===== config.mk =====
export PLATFORM = sky130hd
export DESIGN_NAME = pipe_register_flat
export DESIGN_NICKNAME = d
export VERILOG_FILES = /design/src/rtl/pipe_register_pkg.sv /design/src/rtl/pipe_register_if.sv /design/src/rtl/pipe_register_stage.sv /design/src/rtl/pipe_register.sv /design/src/flat_wrapper.sv
export SDC_FILE = /design/constraint.sdc
export NUM_CORES = 1
export LEC_CHECK = 0
export CAP_MARGIN = 20
export CELL_PAD_IN_SITES_DETAIL_PLACEMENT = 1
export CELL_PAD_IN_SITES_GLOBAL_PLACEMENT = 2
export CORE_MARGIN = 3
export CORE_UTILIZATION = 26
export DETAILED_ROUTE_END_ITERATION = 6
export GPL_ROUTABILITY_DRIVEN = 0
export PLACE_DENSITY = 0.74
export SLEW_MARGIN = 20
export SYNTH_ARGS = -nofsm -noshare
export SYNTH_HDL_FRONTEND = slang
export SYNTH_SLANG_ARGS = --single-unit

===== constraint.sdc =====
create_clock -name clk -period 1.82 [get_ports clk]
set_input_delay 0.182 -clock clk [delete_from_list [all_inputs] [get_ports clk]]
set_output_delay 0.182 -clock clk [all_outputs]
set_load 0.01 [all_outputs]

===== src/rtl/pipe_register_pkg.sv =====
// Shared constants and helpers for the elastic pipe register.
package pipe_register_pkg;

  // Width needed to count 0..stages occupied slots.
  function automatic int cnt_w(input int stages);
    return (stages < 1) ? 1 : $clog2(stages + 1);
  endfunction

endpackage


===== src/rtl/pipe_register_if.sv =====
// Valid/ready handshake bundle for both sides of the pipe register.
interface pipe_register_if #(
  parameter int DATA_WIDTH = 16
);
  logic                  in_valid;
  logic                  in_ready;
  logic [DATA_WIDTH-1:0] in_data;
  logic                  out_valid;
  logic                  out_ready;
  logic [DATA_WIDTH-1:0] out_data;

  // Producer/consumer environment around the block.
  modport master (
    output in_valid, in_data, out_ready,
    input  in_ready, out_valid, out_data
  );

  // The pipe register itself.
  modport slave (
    input  in_valid, in_data, out_ready,
    output in_ready, out_valid, out_data
  );
endinterface


===== src/rtl/pipe_register_stage.sv =====
// One slot of the elastic pipe: valid/data flops plus its move decision.
module pipe_stage #(
  parameter int                    DATA_WIDTH  = 16,
  parameter logic [DATA_WIDTH-1:0] RESET_VALUE = '0
) (
  input  logic                  clk,
  input  logic                  rst,
  input  logic                  flush,
  input  logic                  prv_vld,
  input  logic [DATA_WIDTH-1:0] prv_dat,
  input  logic                  nxt_adv,
  output logic                  vld,
  output logic [DATA_WIDTH-1:0] dat
);

  logic adv;

  // Slot can take a new word if empty or if its current word moves on.
  assign adv = !vld || nxt_adv;

  // Data loads only on a real transfer; flush drops valid but keeps data.
  always_ff @(posedge clk) begin
    if (rst) begin
      vld <= 1'b0;
      dat <= RESET_VALUE;
    end else if (flush) begin
      vld <= 1'b0;
    end else if (adv) begin
      vld <= prv_vld;
      if (prv_vld) dat <= prv_dat;
    end
  end

endmodule


===== src/rtl/pipe_register.sv =====
// Elastic multi-stage register with backpressure, bubble collapse,
// flush and an occupancy counter.
module pipe_register
  import pipe_register_pkg::*;
#(
  parameter int                    DATA_WIDTH  = 16,
  parameter int                    STAGES      = 2,
  parameter logic [DATA_WIDTH-1:0] RESET_VALUE = '0,
  localparam int                   CW          = cnt_w(STAGES)
) (
  input  logic                 clk,
  input  logic                 rst,
  input  logic                 flush,
  pipe_register_if.slave       bus,
  output logic [CW-1:0]        count
);

  logic [STAGES-1:0]                 vld;
  logic [STAGES-1:0][DATA_WIDTH-1:0] dat;
  logic [STAGES-1:0]                 adv_v;
  logic                              inc, dec;

  // Advance chain, walked from the output slot back to the input slot.
  always_comb begin
    logic a;
    a     = bus.out_ready;
    adv_v = '0;
    for (int i = STAGES - 1; i >= 0; i--) begin
      a        = !vld[i] || a;
      adv_v[i] = a;
    end
  end

  for (genvar i = 0; i < STAGES; i++) begin : g_stage
    logic                  p_vld;
    logic [DATA_WIDTH-1:0] p_dat;
    logic                  n_adv;

    if (i == 0) begin : g_head
      assign p_vld = bus.in_valid;
      assign p_dat = bus.in_data;
    end else begin : g_body
      assign p_vld = vld[i-1];
      assign p_dat = dat[i-1];
    end

    if (i == STAGES - 1) begin : g_tail
      assign n_adv = bus.out_ready;
    end else begin : g_mid
      assign n_adv = adv_v[i+1];
    end

    pipe_stage #(
      .DATA_WIDTH  (DATA_WIDTH),
      .RESET_VALUE (RESET_VALUE)
    ) u_stage (
      .clk     (clk),
      .rst     (rst),
      .flush   (flush),
      .prv_vld (p_vld),
      .prv_dat (p_dat),
      .nxt_adv (n_adv),
      .vld     (vld[i]),
      .dat     (dat[i])
    );
  end

  assign bus.in_ready  = adv_v[0] && !flush;
  assign bus.out_valid = vld[STAGES-1];
  assign bus.out_data  = dat[STAGES-1];

  assign inc = bus.in_valid && bus.in_ready;
  assign dec = bus.out_valid && bus.out_ready;

  // Occupancy tracked as an up/down counter on the two handshakes.
  always_ff @(posedge clk) begin
    if (rst || flush)   count <= '0;
    else if (inc && !dec) count <= count + CW'(1);
    else if (dec && !inc) count <= count - CW'(1);
  end

  a_count_matches: assert property (@(posedge clk) disable iff (rst)
    count == CW'($countones(vld)));

endmodule


===== src/flat_wrapper.sv =====
// flat-port wrapper written by rule: the top's interface ports become plain ports
module pipe_register_flat import pipe_register_pkg::*;
#(
  parameter int                    DATA_WIDTH  = 16,
  parameter int                    STAGES      = 2,
  parameter logic [DATA_WIDTH-1:0] RESET_VALUE = '0,
  localparam int                   CW          = cnt_w(STAGES)
)
  (clk, rst, flush, count, bus_in_valid, bus_in_data, bus_out_ready, bus_in_ready, bus_out_valid, bus_out_data);
  pipe_register_if #(.DATA_WIDTH(DATA_WIDTH)) bus_i ();
  input  logic clk;
  input  logic rst;
  input  logic flush;
  output logic [CW-1:0] count;
  input wire logic [$bits(bus_i.in_valid)-1:0] bus_in_valid;
  input wire logic [$bits(bus_i.in_data)-1:0] bus_in_data;
  input wire logic [$bits(bus_i.out_ready)-1:0] bus_out_ready;
  output wire logic [$bits(bus_i.in_ready)-1:0] bus_in_ready;
  output wire logic [$bits(bus_i.out_valid)-1:0] bus_out_valid;
  output wire logic [$bits(bus_i.out_data)-1:0] bus_out_data;
  assign bus_i.in_valid = bus_in_valid;
  assign bus_i.in_data = bus_in_data;
  assign bus_i.out_ready = bus_out_ready;
  assign bus_in_ready = bus_i.in_ready;
  assign bus_out_valid = bus_i.out_valid;
  assign bus_out_data = bus_i.out_data;
  pipe_register #(.DATA_WIDTH(DATA_WIDTH), .STAGES(STAGES), .RESET_VALUE(RESET_VALUE)) u_core (.clk(clk), .rst(rst), .flush(flush), .bus(bus_i), .count(count));
endmodule

==> out/metrics.yaml <==
global_route:
  grt_start_max_net_pins: 52
  grt_pass1_vias: 1351
  grt_pass1_wl_um: 6680
  grt-ovfl-total: 0
  grt_antenna_before_repair: 0
  track_usage: 0.118
timing:
  setup_viol: 0
  hold_viol_final: 0
  skew_ns: 0.00716
  fmax_mhz: 579
  maxSlewHeadroom: 0.804
  rsz0062_at_grt: "false"
  fin_crit_ns: 1.73
  maxSlewViolCount: 0
  worst_slack_ns: 0.0916
  fin_crit_sh: 0.950
  worst_pin_slew_ns: 0.294
logic_synthesis:
  async_reset_ff_frac: 0
  synth.area.top_cells: "dfxtp_1 45%, nand2b_1 13%, mux2i_1 10%"
  avgSynthCellArea_um2: 9.75
  syn_inst: 164
  synth_nets: 186
  synth_top_cell_area_share: 0.451
  synth-edff-count: 0
  ys.flop_type: "dfxtp_1"
  synth_seq_cells: 36
  ys_warn_count: 0
  ys_seq_area_frac: 0.451
  synth.cell_area_um2: 1600
  yosysTopAreaCell: "dfxtp_1"
  ys_types: 24
floorplan:
  num_rows: 27
  fp.dieW_um: 84.4
  fp.dieH_um: 84.4
  die_area_um2: 7130
  initial_core_util: 0.278
  io_pins: 41
  core_area_um2: 5740
clock_tree:
  clkTransAtPathRegs_ns: 0.08
  clockBufferDepth: 2
  cts_hold_buf: 0
  cts.sink_count: 36
  htree_levels: 2
  cts_inserted_buffers: 5
  cts_tree: "done"
  clkLatencyLatePin_ns: 0.29
  clockRootBuffer: "clkbuf_8"
setup_path:
  r2r_setup_slack_ns: 0.09
  crit_path_end_kind: "flop"
  crit_type: "reg -> reg"
  worstSetupStartpointType: "flop"
  critPathMaxFanout: 4
  rr_startpoint: "u_core.g_stage[1].u_stage.vld"
  required_ns: 2.02
  r2r_end: "u_core.count[1]"
  r2r_cells: 5
  worstPathArrival_ns: 1.93
drt:
  vias: 1273
  drt_iter0_drc: 32
  vias_per_cell: 4.60
  drt_pass1_iterations: 3
  antenna_left: 0
  wirelength_um: 4070
  drc_errors: 0
  wl_per_cell_um: 14.7
power:
  powerDensity_nw_per_um2: 712
  peakVddDrop_mv: 0.251
  p_leak_nw: 0.733
cells_and_area:
  utilization: 0.377
  fin_nets: 227
  synthToLayoutAreaGrowth_pct: 35.5
  layout_commonest_cell: "clkdlybuf4s50_1"
  drive_above_1_share: 0.132
  antenna-diode-count: 0
  final_cell_mix: "40 x clkdlybuf4s50_1, 36 x dfxtp_1, 33 x nand2b_1"
placement:
  place_ws_ns: -0.203
  port_buffers: 40
  hpwl_um: 2840
worst_hold_path:
  min_from: "u_core.g_stage[0].u_stage.dat[3]"
  min_path_cells: 2
  min_to: "u_core.g_stage[1].u_stage.dat[3]"
  hold_path.class: "reg -> reg"
outcome:
  status: "finished, final reports clean"
job:
  drv_cap: 0
## power by group
group	internal, mW	switching, mW
logic	0.100	0.0722
registers	0.811	0.0161
clock network	0.260	0.284
total	1.17	0.372
## worst max-delay path, cell delays in order, from the launching register on
cell      delay, ns
dfxtp_1        0.40
nor2b_4        0.23
a21oi_4        0.07
ha_1           0.32
or3_1          0.38
a21boi_0       0.24
## state kept, by name, indices dropped and copies added, names as in the netlist
| name | flops |
|---|---|
| u_core.g_stage.u_stage.vld | 2 |
| u_core.g_stage.u_stage.dat | 32 |
| u_core.count | 2 |
## what timing repair did
action	4_1_cts	5_1_grt
setup buffers	0	0
setup endpoints to repair	0	2
endpoints found under the hold margin	0	0
resized for setup	0	1
## layer usage
metal / up-vias / wire length [um] / GRT usage
met5: - / 0 / 0
met4: 0 / 60 / 0.0388
met3: 5 / 165 / 0.0353
met2: 27 / 2060 / 0.198
met1: 606 / 1780 / 0.144
li1: 635 / - / -
## stage by stage
step	instances	TNS [ns]	instance area [um2]	power, mW	hold slack [ns]
6_report	277	0	2170	1.54	0.462
5_1_grt	277	0	2170	1.62	0.469
4_1_cts	277	0	2160	1.57	0.453
3_5_place_dp	270	-0.203	2080	1.02	0.460
3_3_place_gp	270	0	2080	1.01	0.455
2_1_floorplan	164	0	1600	0.931	0.261
## cells by family (layout without fill, tap and decap cells)
family / after synthesis / in the layout / share of synthesized area
multiplexers: 16 / 16 / 0.100
AND/OR/NAND/NOR: 58 / 58 / 0.250
flip-flops: 36 / 36 / 0.451
adder cells (fa/ha/maj): 1 / 1 / 0.00782
XOR/XNOR: 2 / 2 / 0.0110
buffers and inverters: 13 / 54 / 0.0516
AO/OA/AOI/OAI: 38 / 38 / 0.129
## how the worst max path moves through the flow
stage / from / endpoint / slack, ns / cells after the start
floorplan: u_core.g_stage[1].u_stage.vld / u_core.count[1] / 0.003 / 6
detailed placement: bus_out_ready / u_core.count[1] / -0.20 / 6
global route: u_core.g_stage[1].u_stage.vld / u_core.count[1] / 0.01 / 5
CTS: u_core.g_stage[1].u_stage.vld / u_core.count[1] / 0.01 / 5
global placement: bus_out_ready / u_core.count[1] / 0.003 / 6
finish: u_core.g_stage[1].u_stage.vld / u_core.count[1] / 0.09 / 5
## cells in the mapped netlist (2+ instances only)
master	n
buf_4	4
a21oi_1	18
nand3_1	6
xor2_1	2
nor3_1	2
nand2b_1	33
nand3_2	10
o21ai_0	17
clkbuf_1	7
mux2i_1	16
dfxtp_1	36
## final cells by class
| type | instances | area (um2) |
|---|---|---|
| clock buffers | 6 | 72.6 |
| clock inverters | 1 | 5.00 |
| fillers | 674 | 3580 |
| multi-input cells | 115 | 801 |
| flip-flops and latches | 36 | 721 |
| well taps | 72 | 90.1 |
| repair buffers | 47 | 478 |
(Power assumes the default switching activity.)
